## src/rtl/load_store_unit.sv

```systemverilog
// Load/store unit: issues LW/LBU/SW/SB to data memory over a valid/ready
// request channel and returns zero-extended load data to writeback.
module load_store_unit #(
    parameter int DATA_WIDTH = 32,
    parameter int ADDR_WIDTH = 32
) (
    input  logic                  clk,
    input  logic                  rst_n,
    input  logic                  ex_valid,
    input  logic [1:0]            ex_op,
    input  logic [ADDR_WIDTH-1:0] ex_addr,
    input  logic [DATA_WIDTH-1:0] ex_wdata,
    input  logic [4:0]            ex_rd,
    output logic                  stall,
    output logic                  wb_valid,
    output logic [4:0]            wb_rd,
    output logic [DATA_WIDTH-1:0] wb_data,
    output logic                  misalign,
    output logic                  mem_req_valid,
    input  logic                  mem_req_ready,
    output logic                  mem_req_we,
    output logic [ADDR_WIDTH-1:0] mem_req_addr,
    output logic [3:0]            mem_req_wstrb,
    output logic [DATA_WIDTH-1:0] mem_req_wdata,
    input  logic                  mem_rsp_valid,
    input  logic [DATA_WIDTH-1:0] mem_rsp_rdata
);

    typedef enum logic [1:0] {
        IDLE = 2'd0,
        REQ  = 2'd1,
        WAIT = 2'd2
    } state_t;

    state_t                state_q;
    state_t                state_d;
    logic                  accept;
    logic                  drop;
    logic                  word_mis;
    logic                  in_req;
    logic                  is_store;
    logic [1:0]            op_q;
    logic [ADDR_WIDTH-1:0] addr_q;
    logic [DATA_WIDTH-1:0] wdata_q;
    logic [4:0]            rd_q;
    logic [7:0]            rsp_byte;

    // op[0] selects byte access, op[1] selects store
    assign word_mis = ~ex_op[0] & (ex_addr[1:0] != 2'b00);
    assign in_req   = (state_q == REQ);
    assign is_store = op_q[1];
    assign rsp_byte = mem_rsp_rdata[{addr_q[1:0], 3'b000} +: 8];

    // State register
    always_ff @(posedge clk) begin
        if (!rst_n) state_q <= IDLE;
        else        state_q <= state_d;
    end

    // Next-state and stall decode
    always_comb begin
        state_d = state_q;
        stall   = 1'b0;
        accept  = 1'b0;
        drop    = 1'b0;
        unique case (state_q)
            IDLE: begin
                if (ex_valid) begin
                    if (word_mis) begin
                        drop = 1'b1;
                    end else begin
                        accept  = 1'b1;
                        stall   = 1'b1;
                        state_d = REQ;
                    end
                end
            end
            REQ: begin
                stall = 1'b1;
                if (mem_req_ready) begin
                    if (is_store) begin
                        stall   = 1'b0;
                        state_d = IDLE;
                    end else begin
                        state_d = WAIT;
                    end
                end
            end
            WAIT: begin
                stall = 1'b1;
                if (mem_rsp_valid) begin
                    stall   = 1'b0;
                    state_d = IDLE;
                end
            end
            default: state_d = IDLE;
        endcase
    end

    // Capture the accepted op so request fields stay stable
    always_ff @(posedge clk) begin
        if (!rst_n) begin
            op_q    <= 2'b00;
            addr_q  <= '0;
            wdata_q <= '0;
            rd_q    <= 5'd0;
        end else if (accept) begin
            op_q    <= ex_op;
            addr_q  <= ex_addr;
            wdata_q <= ex_wdata;
            rd_q    <= ex_rd;
        end
    end

    // Writeback and misalign pulses; wb_data/wb_rd hold between pulses
    always_ff @(posedge clk) begin
        if (!rst_n) begin
            wb_valid <= 1'b0;
            wb_rd    <= 5'd0;
            wb_data  <= '0;
            misalign <= 1'b0;
        end else begin
            wb_valid <= 1'b0;
            misalign <= drop;
            if (state_q == WAIT && mem_rsp_valid) begin
                wb_valid <= 1'b1;
                wb_rd    <= rd_q;
                if (op_q[0]) wb_data <= {{(DATA_WIDTH-8){1'b0}}, rsp_byte};
                else         wb_data <= mem_rsp_rdata;
            end
        end
    end

    // Request channel, driven only while a request is pending
    always_comb begin
        mem_req_valid = in_req;
        mem_req_we    = in_req & is_store;
        mem_req_addr  = '0;
        mem_req_wstrb = 4'b0000;
        mem_req_wdata = '0;
        if (in_req) begin
            mem_req_addr = {addr_q[ADDR_WIDTH-1:2], 2'b00};
            if (is_store) begin
                if (op_q[0]) begin
                    mem_req_wstrb = 4'b0001 << addr_q[1:0];
                    mem_req_wdata = {4{wdata_q[7:0]}};
                end else begin
                    mem_req_wstrb = 4'b1111;
                    mem_req_wdata = wdata_q;
                end
            end
        end
    end

endmodule

```

## config.mk

```make
export PLATFORM = sky130hd
export DESIGN_NAME = load_store_unit
export DESIGN_NICKNAME = d
export VERILOG_FILES = /design/src/rtl/load_store_unit.sv
export SDC_FILE = /design/constraint.sdc
export NUM_CORES = 1
export LEC_CHECK = 0
export CAP_MARGIN = 20
export CORE_MARGIN = 2
export CORE_UTILIZATION = 45
export DETAILED_ROUTE_END_ITERATION = 16
export PLACE_DENSITY = 0.84
export SYNTH_ARGS = -nofsm -noshare
export SYNTH_HDL_FRONTEND = slang
export SYNTH_SLANG_ARGS = --single-unit
export TNS_END_PERCENT = 30
```

## constraint.sdc

```tcl
create_clock -name clk -period 3 [get_ports clk]
set_clock_uncertainty 0.05 [all_clocks]
set_input_delay 0.3 -clock clk [delete_from_list [all_inputs] [get_ports clk]]
set_output_delay 0.3 -clock clk [all_outputs]
set_load 0.005 [all_outputs]
```

# Yosys cells after proc, flatten, opt, wreduce, memory -nomap -nowiden
# Cells that the tools add are included.
# totals
wordCells	48
inputBits	108
output_inout_bits	110
reg_bits	112
# classes
eq_ne	6
bitwise_logic	3
shift	2
mux	23
reduce_logical	5
# op_table
op	n
2-to-1 mux 32 bit	5
indexed part select 32 x 6 -> 8 bit	1
2-to-1 mux 4 bit	3
2-to-1 mux 2 bit	5
2-to-1 mux 1 bit	8
!= test 2 bit, second input constant	4
one-hot mux 2 bit (3 select lines)	1
AND reduction 4 bit	1
left shift 1 x 2 -> 4 bit, first input constant	1
one-hot mux 1 bit (3 select lines)	1
AND reduction 3 bit	1
AND 1 bit	2
equality test 2 x 1 -> 1 bit, second input constant	1
equality test 2 bit, second input constant	1
logical NOT 2 bit	1
nonzero test 2 bit	1
logical AND 1 bit	1
NOT 1 bit	1

# Depth between registers and ports, before layout
# Gate-level depths: netlist (run 1).
# logic_depth
depth_word	5
ltp_mapped	6
depth_no_buf	3

# Least setup slack after synthesis (run 1)
# OpenSTA, ideal clock, no wires.
# synth_timing
kind	register to output
start	register state_q[1]
end	output stall
path_stages_with_launch	5
path_slack_ns	1.504
n_path_buf	2
arrival_ns	1.146
t_required_ns	2.650
cell_sequence	dfxtp_1 > or3b_1 > clkbuf_1 > buf_2 > o21ai_1
# synth_via
elab_chain_len	2
elab_cells_between_ends	4
classes_between	2 x eq/ne; 1 x mux; 1 x reduce/logical
# synth_lines
item	line	rtl
from (decl)	35	state_t state_q;
from (signal assigned)	57	else state_q <= state_d;
equality test 2 bit, or another cell as far along	66	unique case (state_q)
one-hot mux 1 bit (3 select lines) *	66	
to (decl)	14	output logic stall,
# Every way passes the cells marked *; elsewhere a longest branch is shown, timed or not.

# Worst setup path in the final report (run 1)
# layout_timing
start	register op_q[1]
end	output mem_req_wdata[21]
# layout_via
elab_chain_len	2
# layout_lines
item	line	rtl
from (decl)	42	logic [1:0] op_q;
from (signal assigned)	108	op_q <= ex_op;
2-to-1 mux 32 bit	143	if (is_store) begin
2-to-1 mux 32 bit	141	if (in_req) begin
to (decl)	24	output logic [DATA_WIDTH-1:0] mem_req_wdata,
# No other way between the ends.

==> metrics.txt, run 1 <==
DRC Markers=0; Inst Count DP=910; kind of cell adding the most delay to the critical path=simple AND/OR/NAND/NOR gates; number of global-route vias before repair=4957; largest cells by area after synthesis=dfxtp_1 (44%), a21boi_1 (10%), o21ai_1 (7.0%); Synth Area in Compound Gates=30.39%; Final min period=2.802 ns; Wirelength per Cell=17.87 µm; asr flop ratio synth=0%; die span in y=110.4 µm; post-CTS sizing=0; Max IR drop VDD=0.4806 mV; Slowest-stage cell, CP=nand2_1; reg2reg end=wb_data[26]$_SDFFE_PN0P_; drt first-iter violations=392; Area growth syn-to-layout=47.57%; Leak Pwr=2.652 nW; Mean Syn Cell Area=8.389 µm²; clock transition at the registers of the reported paths=0.07 ns; critical path class=flop to output pin; Rows=38; CP Max Fanout=28; worst slack, placed=0.6668 ns; I/O Buffers=215; Max Slew Vio Count=0; non-filler cells, final=between 900 and 1000; ys flop type=dfxtp_1; RSZ-0062 raised after global routing=false; routed wire length=16550 µm; Seq/Total Area, Yosys=between 40% and 50%; # nets final=889; Root Driver=clkbuf_16; Vias=5164; power density over the cells=439.3 nW/µm²; total grt overflow=0; Arr. time, crit path=2.45 ns; Vias/cell=approximately 5.6; max frequency=between 300 and 400 MHz; post-synthesis cell type count=31; Worst setup SP type=flop; reg2reg setup slack=just over 0.9 ns; worst stage delay on the critical path=slightly below 0.6 ns; yosys warns=0; Setup Fix Bufs, Post-CTS=0; reg2reg start=op_q[0]$_SDFFE_PN0P_; HPWL Detailed=approximately 11000 µm; hold depth=3; Relative slew margins=between 40% and 50%; largest net degree at the start of global routing=between 70 and 80; antenna cell count=0; Mapped Cells=607; Setup crit start=op_q[1]$_SDFFE_PN0P_; Hold Path Class=primary input to flop; R2R cell count=4; Clock Latency Late Sink=0.35 ns; CORE AREA=between 10000 and 15000 µm²; clk sinks=about 110; crit-path cells=nand2_1, a21oi_1, clkdlybuf4s50_1; die width=between 100 and 150 µm; # hold bufs at CTS=0; outcome=complete, no violations; Worst-Margin Slew=0.8843 ns; CP Data Required Time=2.65 ns; endpoints failing hold=0; Post-synth EDFFs=0; Routed Antenna Nets=0; Synth area leader=dfxtp_1; post-synthesis adder-cell area fraction=0%; share of the synthesized area in the top cell type=44.03%; final period utilization=93.39%; GRT Total Usage=26.80%; die area=12180 µm²; total CTS buffers=9; initial antenna violation count=0; htree depth=3; CP Capture Point=mem_req_wdata[21]; post-synthesis register bit count=around 110; post-synthesis xor/xnor area fraction=0%; largest family of logic cells by synthesized area=compound AO/OA/AOI/OAI gates; drt pass-1 iters=5; setup ws final=0.1982 ns; I/O Pins=218; post-route cell area=7515 µm²; layout cell share with drive strength beyond 1=under 10%; clk buf depth=2; Critical Path Sink Type=output pin; Netlist Area Pre-Place=around 5100 µm²; WP buf/inv=1; CTS tree=built; Tot Pwr=between 3 and 4 mW; critical path depth=3; Max Cap Viol=0; simple-gate share of the synthesized area=17.05%; global-route wire length before repair=25070 µm; post-synthesis mux area share=1.572%; Sum Neg Setup Slack=0 ns; DP Area=7214 µm²; initial cell density of the core=46.57%; count leader, synth=dfxtp_1; Setup Viol. Count Final=0; final estimated routing congestion in global placement=0.8435; Synth top cells by count=dfxtp_1 (112), o21ai_1 (71), a21boi_1 (70), nand3_1 (70), a21oi_1 (52)
## cells in the final DEF (no fill, tap or decap)
| cell type | count |
|---|---|
| and3b_1 | 1 |
| or3b_2 | 1 |
| nor2b_2 | 1 |
| a21boi_0 | 6 |
| nand3_1 | 70 |
| mux2i_1 | 8 |
| conb_1 | 2 |
| a21oi_1 | 52 |
| o21ba_2 | 1 |
| o21bai_4 | 1 |
| dfxtp_1 | 112 |
| a22o_1 | 24 |
| a211o_1 | 8 |
| nand2_1 | 46 |
| and2_1 | 32 |
| clkbuf_8 | 2 |
| nand3b_1 | 1 |
| nor3b_2 | 1 |
| a31oi_1 | 1 |
| bufinv_16 | 1 |
| nor3b_1 | 1 |
| clkbuf_16 | 9 |
| a21boi_1 | 70 |
| nor2b_1 | 2 |
| nand2b_1 | 2 |
| o21ai_1 | 71 |
| buf_4 | 15 |
| and3_4 | 1 |
| clkbuf_1 | 2 |
| o21ai_0 | 10 |
| buf_2 | 1 |
| a22oi_1 | 1 |
| and3_1 | 10 |
| clkdlybuf4s50_1 | 214 |
| clkinv_2 | 2 |
| inv_1 | 4 |
## report_power, final
| group | leakage (nW) | total, mW | internal, mW | switching [mW] |
|---|---|---|---|---|
| Clock | 0.150 | 1.22 | 0.692 | 0.524 |
| Sequential | 0.912 | 1.59 | 1.55 | 0.0375 |
| Combinational | 1.59 | 0.499 | 0.252 | 0.247 |
## state kept, by name, indices dropped and copies added, names as in the netlist
name      flops
state_q       2
rd_q          5
wb_valid      1
op_q          2
wdata_q      32
addr_q       32
misalign      1
wb_data      32
wb_rd         5
## worst min path at each step
stage	from	endpoint	slack [ns]
after floorplan	mem_rsp_rdata[10]	wb_data[10]$_SDFFE_PN0P_	0.38
after global placement	rd_q[3]$_SDFFE_PN0P_	wb_rd[3]$_SDFFE_PN0P_	0.39
after detailed placement	rd_q[3]$_SDFFE_PN0P_	wb_rd[3]$_SDFFE_PN0P_	0.39
after CTS	rst_n	wb_data[6]$_SDFFE_PN0P_	0.39
after global routing	rst_n	wb_data[7]$_SDFFE_PN0P_	0.43
final	rst_n	wb_rd[0]$_SDFFE_PN0P_	0.41
## cell families (layout without fill, tap and decap cells)
| logic type | after synthesis | after routing |
|---|---|---|
| mux | 8 | 8 |
| compound gates | 245 | 245 |
| flops | 112 | 112 |
| other cells | 1 | 2 |
| simple gates | 169 | 169 |
| buf+inv | 72 | 250 |
## metrics by stage
stage / hold WS [ns] / util, %
3_3_place_gp: 0.3865 / 65.97
2_1_floorplan: 0.3755 / -
3_5_place_dp: 0.3934 / 65.97
6_report: 0.4080 / 68.72
5_1_grt: 0.4267 / 68.72
4_1_cts: 0.3949 / 68.72
## final cells by class
class / instances / area, µm²
inverter: 4 / 15.01
timing repair buffer: 230 / 2260
sequential: 112 / 2242
multi-input combinational: 424 / 2522
tap: 140 / 175.2
clock buffer: 13 / 260.3
clock inverter: 3 / 40.04
fill: 875 / 3421
## worst register-to-register path, cell delays in order (launching register included)
cell and delay (ns):
dfxtp_1 0.46, inv_1 0.63, buf_4 0.31, and3_4 0.38
a22o_1 0.19
## routing by layer
layer / up-vias / wire (µm) / track usage (%)
met5: - / 0 / 0
met1: 2399 / 6526 / 31.58
met3: 36 / 1915 / 11.93
li1: 2491 / - / -
met4: 0 / 438 / 9.911
met2: 238 / 7668 / 43.08
Note: power is estimated with default switching activity, not from simulation.
==> run 2: changes to the inputs <==
--- a/config.mk
+++ b/config.mk
@@ -10,6 +10,7 @@
 export CORE_UTILIZATION = 45
 export DETAILED_ROUTE_END_ITERATION = 16
 export PLACE_DENSITY = 0.84
+export SLEW_MARGIN = 25
 export SYNTH_ARGS = -nofsm -noshare
 export SYNTH_HDL_FRONTEND = slang
 export SYNTH_SLANG_ARGS = --single-unit
==> results of run 2 <==
Final layout, timing and power as in run 1 (identical DEF).
